**src/rtl/fwd_hazard_unit.sv**
```systemverilog
// fwd_hazard_unit: ID-stage operand forwarding selects and load-use stall control with shadow EX/MEM destination tracking
module fwd_hazard_unit #(
  parameter int REG_AW = 5,
  parameter int CNT_W  = 16
) (
  input  logic              clk,
  input  logic              clrn,
  input  logic [REG_AW-1:0] id_rs,
  input  logic [REG_AW-1:0] id_rt,
  input  logic              id_use_rs,
  input  logic              id_use_rt,
  input  logic              id_wreg,
  input  logic              id_m2reg,
  input  logic [REG_AW-1:0] id_rn,
  input  logic              id_flush,
  output logic [1:0]        fwda,
  output logic [1:0]        fwdb,
  output logic              stall,
  output logic [CNT_W-1:0]  stall_cnt
);
  logic              r_ex_wreg, r_ex_m2reg, r_mem_wreg, r_mem_m2reg;
  logic [REG_AW-1:0] r_ex_rn, r_mem_rn;
  logic [CNT_W-1:0]  r_stall_cnt;
  logic              w_ex_a, w_ex_b, w_mem_a, w_mem_b, w_stall, w_bubble;

  // Register 0 is hard-wired, so it never matches a producer.
  assign w_ex_a   = r_ex_wreg  && r_ex_rn  == id_rs && id_rs != '0 && id_use_rs;
  assign w_ex_b   = r_ex_wreg  && r_ex_rn  == id_rt && id_rt != '0 && id_use_rt;
  assign w_mem_a  = r_mem_wreg && r_mem_rn == id_rs && id_rs != '0 && id_use_rs;
  assign w_mem_b  = r_mem_wreg && r_mem_rn == id_rt && id_rt != '0 && id_use_rt;
  assign w_stall  = !id_flush && r_ex_m2reg && (w_ex_a || w_ex_b);
  assign w_bubble = w_stall || id_flush;

  // Youngest producer wins; a load still in EX yields 00 since that operand is re-read after the stall.
  always_comb begin
    fwda = w_ex_a ? (r_ex_m2reg ? 2'b00 : 2'b01) : w_mem_a ? {1'b1, r_mem_m2reg} : 2'b00;
    fwdb = w_ex_b ? (r_ex_m2reg ? 2'b00 : 2'b01) : w_mem_b ? {1'b1, r_mem_m2reg} : 2'b00;
  end

  assign stall     = w_stall;
  assign stall_cnt = r_stall_cnt;

  // Shadow EX/MEM destination pipeline plus saturating stall counter.
  always_ff @(posedge clk or negedge clrn) begin
    if (!clrn) begin
      r_ex_wreg   <= 1'b0;
      r_ex_m2reg  <= 1'b0;
      r_ex_rn     <= '0;
      r_mem_wreg  <= 1'b0;
      r_mem_m2reg <= 1'b0;
      r_mem_rn    <= '0;
      r_stall_cnt <= '0;
    end else begin
      r_mem_wreg  <= r_ex_wreg;
      r_mem_m2reg <= r_ex_m2reg;
      r_mem_rn    <= r_ex_rn;
      r_ex_wreg   <= w_bubble ? 1'b0 : id_wreg;
      r_ex_m2reg  <= w_bubble ? 1'b0 : id_m2reg;
      r_ex_rn     <= w_bubble ? '0 : id_rn;
      if (w_stall && !(&r_stall_cnt)) r_stall_cnt <= r_stall_cnt + 1'b1;
    end
  end
endmodule
```
**config.mk**
```make
export PLATFORM = sky130hd
export DESIGN_NAME = fwd_hazard_unit
export DESIGN_NICKNAME = d
export VERILOG_FILES = /design/src/rtl/fwd_hazard_unit.sv
export SDC_FILE = /design/constraint.sdc
export NUM_CORES = 1
export LEC_CHECK = 0
export CAP_MARGIN = 0
export CELL_PAD_IN_SITES_DETAIL_PLACEMENT = 1
export CELL_PAD_IN_SITES_GLOBAL_PLACEMENT = 1
export CORE_UTILIZATION = 36
export CTS_CLUSTER_DIAMETER = 30
export DETAILED_ROUTE_END_ITERATION = 10
export GPL_TIMING_DRIVEN = 0
export PLACE_DENSITY = 0.85
export SYNTH_ARGS = -nofsm -noshare
export SYNTH_HDL_FRONTEND = slang
export SYNTH_SLANG_ARGS = --single-unit
```
**constraint.sdc**
```tcl
create_clock -name clk -period 3.1 [get_ports clk]
set_clock_uncertainty 0.2 [all_clocks]
set_input_delay 0.775 -clock clk [delete_from_list [all_inputs] [get_ports clk]]
set_output_delay 0.775 -clock clk [all_outputs]
set_load 0.005 [all_outputs]
```
======== Word-level counts from Yosys, hierarchy flattened ========
Cells that the tools add are included.
word-level totals
  flip-flop bits (word level) ............. 30
cells by class
  $add $sub $neg .......................... 1
  eq/ne operators ......................... 4
  multiplexer cells ....................... 8
  reduce and logical (&&, ||, !) cells .... 22
operator list
  operator                                                         count
  5-bit equality test                                              4
  16-bit by 1-bit adder with 16-bit output, second input constant  1
  16-bit AND reduction                                             1
  1-bit logical AND                                                15
  5-bit nonzero test                                               2
  2-bit two-way mux                                                4
  5-bit two-way mux                                                1
  1-bit two-way mux                                                3
  1-bit logical NOT                                                2
  1-bit logical OR                                                 2

======== Longest topological paths before layout ========
Gate-level depths: netlist of the first run.
  word-level depth ........................ 8
  gate-level depth with buffers ........... 7
  gate-level depth less buffers ........... 7

======== Worst setup path after synthesis of the first run ========
OpenSTA, ideal clock, no wires.
  kind .................................... in2out
  start point ............................. input port id_rs[0]
  end point ............................... output port fwda[0]
  arrival ................................. 1.991 ns
  required time ........................... 2.125 ns
  path slack .............................. 0.134 ns
  cell stages on the path ................. 5
  buffers on the path ..................... 0
  path through ............................ or4_1 -> o21ai_2 -> nor3_2 -> nor3_1 -> a22o_1
on the way
  longest elaborated chain between the ends .. 6
  elaborated cells on any way between the ends .. 11
ends and longest elaborated chain
  item                            line  source
  from (decl)                     8     input logic [REG_AW-1:0] id_rs,
  5-bit equality test             29    assign w_mem_a = r_mem_wreg && r_mem_rn == id_rs && id_rs != '0 && id_use_rs;
  1-bit logical AND (3 in a row)  29
  2-bit two-way mux               36    fwda = w_ex_a ? (r_ex_m2reg ? 2'b00 : 2'b01) : w_mem_a ? {1'b1, r_mem_m2reg} : 2'b00;
  2-bit two-way mux *             36
  to (decl)                       16    output logic [1:0] fwda,
Mark *: on every way between the ends. The rest lies on a longest branch, timed or not.

======== Worst setup path in the final report of the first run ========
  start point ............................. input port id_rs[4]
  end point ............................... output port fwda[0]
Same word-level chain as after synthesis.

==> results.json, run 1 <==
{
  "grt_usage_pct": 23.4,
  "cp_data_arrival_time_ns": 2.38,
  "design.die.area_um2": 4400,
  "internal-power_mw": 0.679,
  "rows": 23,
  "fin_tns_setup_ns": -0.444,
  "cts_buffers": 5,
  "design_area_um2": 2260,
  "yosysSeqAreaShare_pct": 50.3,
  "routedWlPerCell_um": 19.0,
  "min_path_type": "reg2reg",
  "synth_nets": 158,
  "grt_pass1_vias": 1389,
  "regArea_um2": 751,
  "syn_avg_cell_area_um2": 11.0,
  "postPlaceCellArea_um2": 1970,
  "yosysMostFrequentCell": "dfrtp_1",
  "max_slew.worst_pin.slew_ns": 0.658,
  "hold-worst-slack_ns": 0.252,
  "cts-root-buf": "clkbuf_8",
  "synth-warning-count": 0,
  "hold_viol": 0,
  "cts_tree": "yes",
  "cpPeakStageDelay_ns": 0.30,
  "required_ns": 2.12,
  "preCtsSetupSlack_ns": -0.994,
  "fill_cells": 426,
  "synth_area_um2": 1490,
  "maxCapViolations": 0,
  "fmax_mhz": 298,
  "period_share_pct": 108,
  "synthFlopType": "dfrtp_1",
  "area_growth_pct": 51.8,
  "h-tree-depth": 2,
  "cts_num_sinks": 30,
  "yosysTopAreaCellShare_pct": 50.3,
  "antenna_left": 0,
  "die_y_um": 66.4,
  "violations": "negative setup slack",
  "routabilityCongestion": 0.955,
  "cp-start-kind": "input port",
  "clkSlewWorstSetupHoldPaths_ns": 0.07,
  "fin_ws_ns": -0.254,
  "io_pins": 43,
  "grt_max_degree": 31,
  "seqPwrFrac_pct": 46.3,
  "drcViolationCount": 0,
  "drive_gt1_share_pct": 27.5,
  "multi_input_area_um2": 807,
  "synth.ff_latch_count": 30,
  "leakagePower_nw": 1.04,
  "synth_top_cells_by_count": "dfrtp_1 (30), xor2_1 (19), xnor2_1 (16)",
  "endpoint_kind": "primary output",
  "via_count": 1332,
  "period_minus_slack_ns": 3.35,
  "synth_top_cell_by_area": "dfrtp_1",
  "p_sw_mw": 0.217,
  "critPathTopFamily": "buffers and inverters",
  "synth_cell_type_count": 25,
  "peakVddDrop_uv": 224,
  "final-max-slew-violation-count": 0,
  "status": "complete, but fails checks",
  "setup_viol": 4,
  "drt_wl_total_um": 4760,
  "power_frac_clock_pct": 42.4,
  "portBuffers": 42,
  "drt_first_iter_violations": 58,
  "place_hpwl_um": 2900,
  "clk_path_buf_depth": 2,
  "die_w_um": 66.4,
  "synthTopCellsByArea": "dfrtp_1 (50%), xor2_1 (11%), xnor2_1 (9.4%)",
  "drtPass1Iterations": 5,
  "viasPerCell": 5.33,
  "p_comb_share_pct": 11.3,
  "grt-ovfl-total": 0,
  "synth_edf_count": 0,
  "antenna_found_initial": 0,
  "slew_headroom_pct": 56.1,
  "async_flop_share_pct": 100,
  "switching_share_pct": 24.2,
  "diodes": 0,
  "core_area_um2": 4000,
  "crit_chain": "dlygate4sd2_1 > xnor2_1 > nand4_1 > nor3_4 > nor3_2 > buf_4 > a22o_1 > buf_2",
  "crit_type": "in2out",
  "crit_path_max_fanout": 3,
  "critPathBufInv": 3,
  "clkLatencyLatePin_ns": 0.29,
  "syn_inst": 135,
  "final_nets": 222,
  "initial_utilization_pct": 37.3,
  "powerDensity_nw_per_um2": 396,
  "grt_pass1_wl_um": 7360,
  "worst_path_max_delay_cell": "dlygate4sd2_1",
  "grt_setup_unrepaired": "true"
}
flip-flops by register name, indices dropped and copies added, names as in the netlist:
| register | count |
|---|---|
| stall_cnt | 16 |
| r_ex_rn | 5 |
| r_ex_m2reg | 1 |
| r_mem_m2reg | 1 |
| r_mem_wreg | 1 |
| r_ex_wreg | 1 |
| r_mem_rn | 5 |
worst register-to-register path: stages (launching register included):
cell	delay [ns]
dfrtp_1	0.43
ha_1	0.19
nand3_1	0.21
nor3_1	0.51
a21oi_1	0.25
o21ai_4	0.20
mux2_1	0.36
power by group through the flow:
stage | Clock [mW] | Combinational (mW) | Sequential, mW
6_report | 0.380 | 0.101 | 0.415
5_1_grt | 0.406 | 0.109 | 0.416
4_1_cts | 0.377 | 0.0923 | 0.414
3_5_place_dp | 0 | 0.0840 | 0.421
3_3_place_gp | 0 | 0.0789 | 0.420
2_1_floorplan | 0 | 0.0336 | 0.418
kinds of logic after synthesis:
| family | count (synthesis) | share of synthesized area, % |
|---|---|---|
| fa+ha+maj | 1 | 0.839 |
| compound gates | 7 | 4.95 |
| buf+inv | 3 | 0.755 |
| mux | 1 | 0.755 |
| xor+xnor | 35 | 20.6 |
| flops | 30 | 50.3 |
| simple gates | 58 | 21.8 |
cell usage in the layout (no fill, tap or decap), types with 2 or more instances in the layout:
| cell | n |
|---|---|
| and2_1 | 8 |
| and3_1 | 2 |
| buf_2 | 9 |
| buf_4 | 11 |
| buf_6 | 6 |
| buf_8 | 2 |
| clkbuf_8 | 8 |
| clkdlybuf4s50_1 | 25 |
| dfrtp_1 | 30 |
| inv_1 | 3 |
| nand2_1 | 6 |
| nand3_1 | 7 |
| nand4_1 | 7 |
| nor2_1 | 5 |
| nor3_1 | 9 |
| nor3_4 | 3 |
| nor4_2 | 2 |
| o21ai_4 | 3 |
| or4_4 | 2 |
| xnor2_1 | 15 |
| xor2_1 | 19 |
per-layer routing:
layer / track usage, % / wire length (µm) / vias to the layer above
li1: - / - / 595
met1: 28.5 / 1810 / 663
met2: 39.8 / 2510 / 52
met3: 5.34 / 258 / 22
met4: 8.78 / 178 / 0
met5: 0 / 0 / -
layout make-up:
class / instances / area share, %
multi-input combinational: 102 / 35.7
sequential: 30 / 33.2
timing repair buffer: 57 / 23.1
clock buffer: 8 / 4.86
tap: 50 / 2.76
inverter: 3 / 0.498
worst paths after layout:
kind	to	cells after the start	startpoint	slack [ns]
worst max-delay path	fwda[0]	8	id_rs[4]	-0.25
max in group asynchronous	r_ex_wreg$_DFF_PN0_	1	clrn	1.95
min in group asynchronous	stall_cnt[11]$_DFFE_PN0P_	1	clrn	0.31
worst min register to register	r_mem_rn[1]$_DFF_PN0_	0	r_ex_rn[1]$_DFF_PN0_	0.25
worst max register to register	stall_cnt[1]$_DFFE_PN0P_	6	stall_cnt[0]$_DFFE_PN0P_	0.63
worst min-delay path	r_mem_rn[1]$_DFF_PN0_	0	r_ex_rn[1]$_DFF_PN0_	0.25
through the flow:
step / std cells / util, % / power, mW
finish: 250 / 56.6 / 0.897
global placement: 227 / 49.4 / 0.499
floorplan: 135 / - / 0.452
detailed placement: 227 / 49.4 / 0.505
global route: 250 / 56.6 / 0.931
CTS: 248 / 55.5 / 0.883
repair_timing:
| item | in CTS | in global routing |
|---|---|---|
| pin swaps | 13 | 6 |
| hold buffers | 0 | 0 |
| resized for setup | 75 | 9 |
| endpoints found under the setup margin | 5 | 5 |
| gates cloned | 0 | 0 |
| hold endpoints to repair | 0 | 0 |
| setup buffers | 13 | 3 |
Note: power is estimated with default switching activity, not from simulation.
==> run 2: changes to the inputs <==
--- a/config.mk
+++ b/config.mk
@@ -13,6 +13,7 @@
 export DETAILED_ROUTE_END_ITERATION = 10
 export GPL_TIMING_DRIVEN = 0
 export PLACE_DENSITY = 0.85
+export SKIP_LAST_GASP = 1
 export SYNTH_ARGS = -nofsm -noshare
 export SYNTH_HDL_FRONTEND = slang
 export SYNTH_SLANG_ARGS = --single-unit
==> results of run 2 <==
No change in the layout: final DEF, timing and power equal those of run 1.
==> RTL change, RTL diff (settings of run 2) <==
`r_mem_rn` no longer has a reset.
--- a/src/rtl/fwd_hazard_unit.sv
+++ b/src/rtl/fwd_hazard_unit.sv
@@ -50,3 +50,2 @@
       r_mem_m2reg <= 1'b0;
-      r_mem_rn    <= '0;
       r_stall_cnt <= '0;
@@ -55,3 +54,2 @@
       r_mem_m2reg <= r_ex_m2reg;
-      r_mem_rn    <= r_ex_rn;
       r_ex_wreg   <= w_bubble ? 1'b0 : id_wreg;
@@ -62,2 +60,6 @@
   end
+
+  always_ff @(posedge clk) begin
+    r_mem_rn <= r_ex_rn;
+  end
 endmodule
Formal check against the unedited RTL: no difference found for any inputs over 10 cycles, from zero or initial values; that may be too few to reach the edited logic, so the function may still have changed.
==> RTL change against run 2 <==
  * Setup slack gained 160 ps
  * Routed wire length fell by 7.1%
  * Combinational power fell by 6%
  * Highest routed layer unchanged
  * Total power down 6.7%
  * Global-route usage is 0.38 points lower
  * The flow still finishes with violations (negative setup slack)
  * Count of clock-buffer cells in the layout did not move
  * Area after synthesis decreased by 1.7%
  * Fmax up 5.0%
  * Clock power shrank 14%
  * Utilization grew 1.2 points
  * Design area decreased by 3.7%
  * Sequential cell count unchanged
  * First-iteration DRC count fell by 50%
  * Sequential share of layout area grew 0.13 points
==> RTL change: results (changes against run 2) <==
Yosys
  – Distinct cells, synth: 26 (+4.0%)
  – Synth cell count leaders: dfrtp_1 (25), xor2_1 (19), xnor2_1 (16)
  – Post-synthesis compound-gate area fraction: 0.0503 (+0.000845)
  – Register area share after synthesis: 0.495 (-0.00848)
  – Fraction of synthesized area in multiplexers: 0.00768 (+0.000129)
  – Adder-cell area share of the yosys netlist: 0.00853 (+0.000143)
  – Ys async rst share: 0.833 (-0.167)

Timing
  – Setup WS post-layout: -94.1 ps (+160 ps)
  – Endpoints failing setup: 2 (-2)
  – Setup_tns: -137 ps (+307 ps)
  – Worst Tran Pin Value: 1060 ps (+403 ps)

Power
  – Leak: 0.979 nW (-5.9%)
  – P_int: 0.634 mW (-6.7%)
  – P_comb: 0.0954 mW (-6%)
  – Peak VDD IR: 228 uV (+1.6%)
  – Total power: 0.836 mW (-6.7%)
  – Clock power share: 0.391 (-0.033)

Place
  – DP Area: 0.00195 sq mm (-1.4%)
  – Placer Congestion: 0.788 (-17%)
  – Detailed-placement wirelength estimate: 2780 um (-4.0%)
  – Placed Instances: 225 (-0.88%)

Drt
  – Total number of vias: 1277 (-4.1%)
  – Final wirelength: 4420 um (-7.1%)
  – DR vias/cell: 5.19 (-2.6%)

Global route
  – Met2 usage: 0.370 (-0.0281)
  – Global routing met1 resource utilization: 0.288 (+0.00344)
  – First-pass GRT wire length: 7190 um (-2.3%)
  – Largest net degree at the start of global routing: 26 (-16%)
  – GRT met3 Usage: 0.0655 (+0.0121)
  – GRT Util Overall: 0.230 (-0.00375)

Cells and area
  – NumNets Final: 220 (-0.90%)
  – Filler cells: 409 (-4.0%)
  – Layout cells sized above 1: 0.247 (-0.0275)

Worst setup path
  – Data arrival time of the worst path: 2220 ps (-160 ps)
  – Critical Path Fanout Max: 2 (-1)

Status
  – Failing checks: negative setup slack
  – Outcome: complete, but fails checks
[RTL change: changes by cell type after synthesis, sizes merged]
cell	run 2	this run
dfrtp	30	25
dfxtp	0	5
[RTL change: final timing paths]
path,startpoint,endpoint
min in group asynchronous,clrn,stall_cnt[2]
worst min-delay path,r_ex_wreg,r_mem_wreg
max in group asynchronous,clrn,r_ex_wreg
worst min register to register,r_ex_wreg,r_mem_wreg
worst max-delay path,id_rs[3],fwda[0]
worst max register to register,stall_cnt[0],stall_cnt[1]
[RTL change: layer usage]
| metal | wire (um) | share of wire | vias to the layer above |
|---|---|---|---|
| met1 | 1880 | 0.43 | 634 |
| met3 | 173 | 0.039 | 10 |
| met4 | 102 | 0.023 | 0 |
| li1 | - | - | 593 |
| met5 | 0 | 0 | - |
| met2 | 2260 | 0.51 | 40 |
[RTL change: final cells by class]
cell class | count | area, sq um | share of cell area
Inverter | 3 | 11.3 | 0.00517
Multi-Input combinational cell | 102 | 800 | 0.367
Sequential cell | 30 | 726 | 0.333
Tap cell | 48 | 60.1 | 0.0276
Clock buffer | 8 | 90.1 | 0.0413
Timing Repair Buffer | 55 | 493 | 0.226
[RTL change: kinds of logic (layout without fill, tap and decap cells)]
kind of cell	after synthesis	in the layout
compound gates	7	7
simple gates	58	58
flops	30	30
fa+ha+maj	1	1
buf+inv	3	66
xor+xnor	35	35
mux	1	1
[RTL change: critical path: stages]
cell and delay [ps]:
buf_8 90, or4_4 540, o21ai_4 200, buf_6 130
nor3_4 40, buf_4 140, a22o_1 180, buf_2 120
[RTL change: what timing repair did]
item / CTS / global route
endpoints found under the setup margin: 5 / 5
cloned: 0 / 0
setup buffers: 8 / 6
pin swaps: 14 / 10
resized for setup: 68 / 14
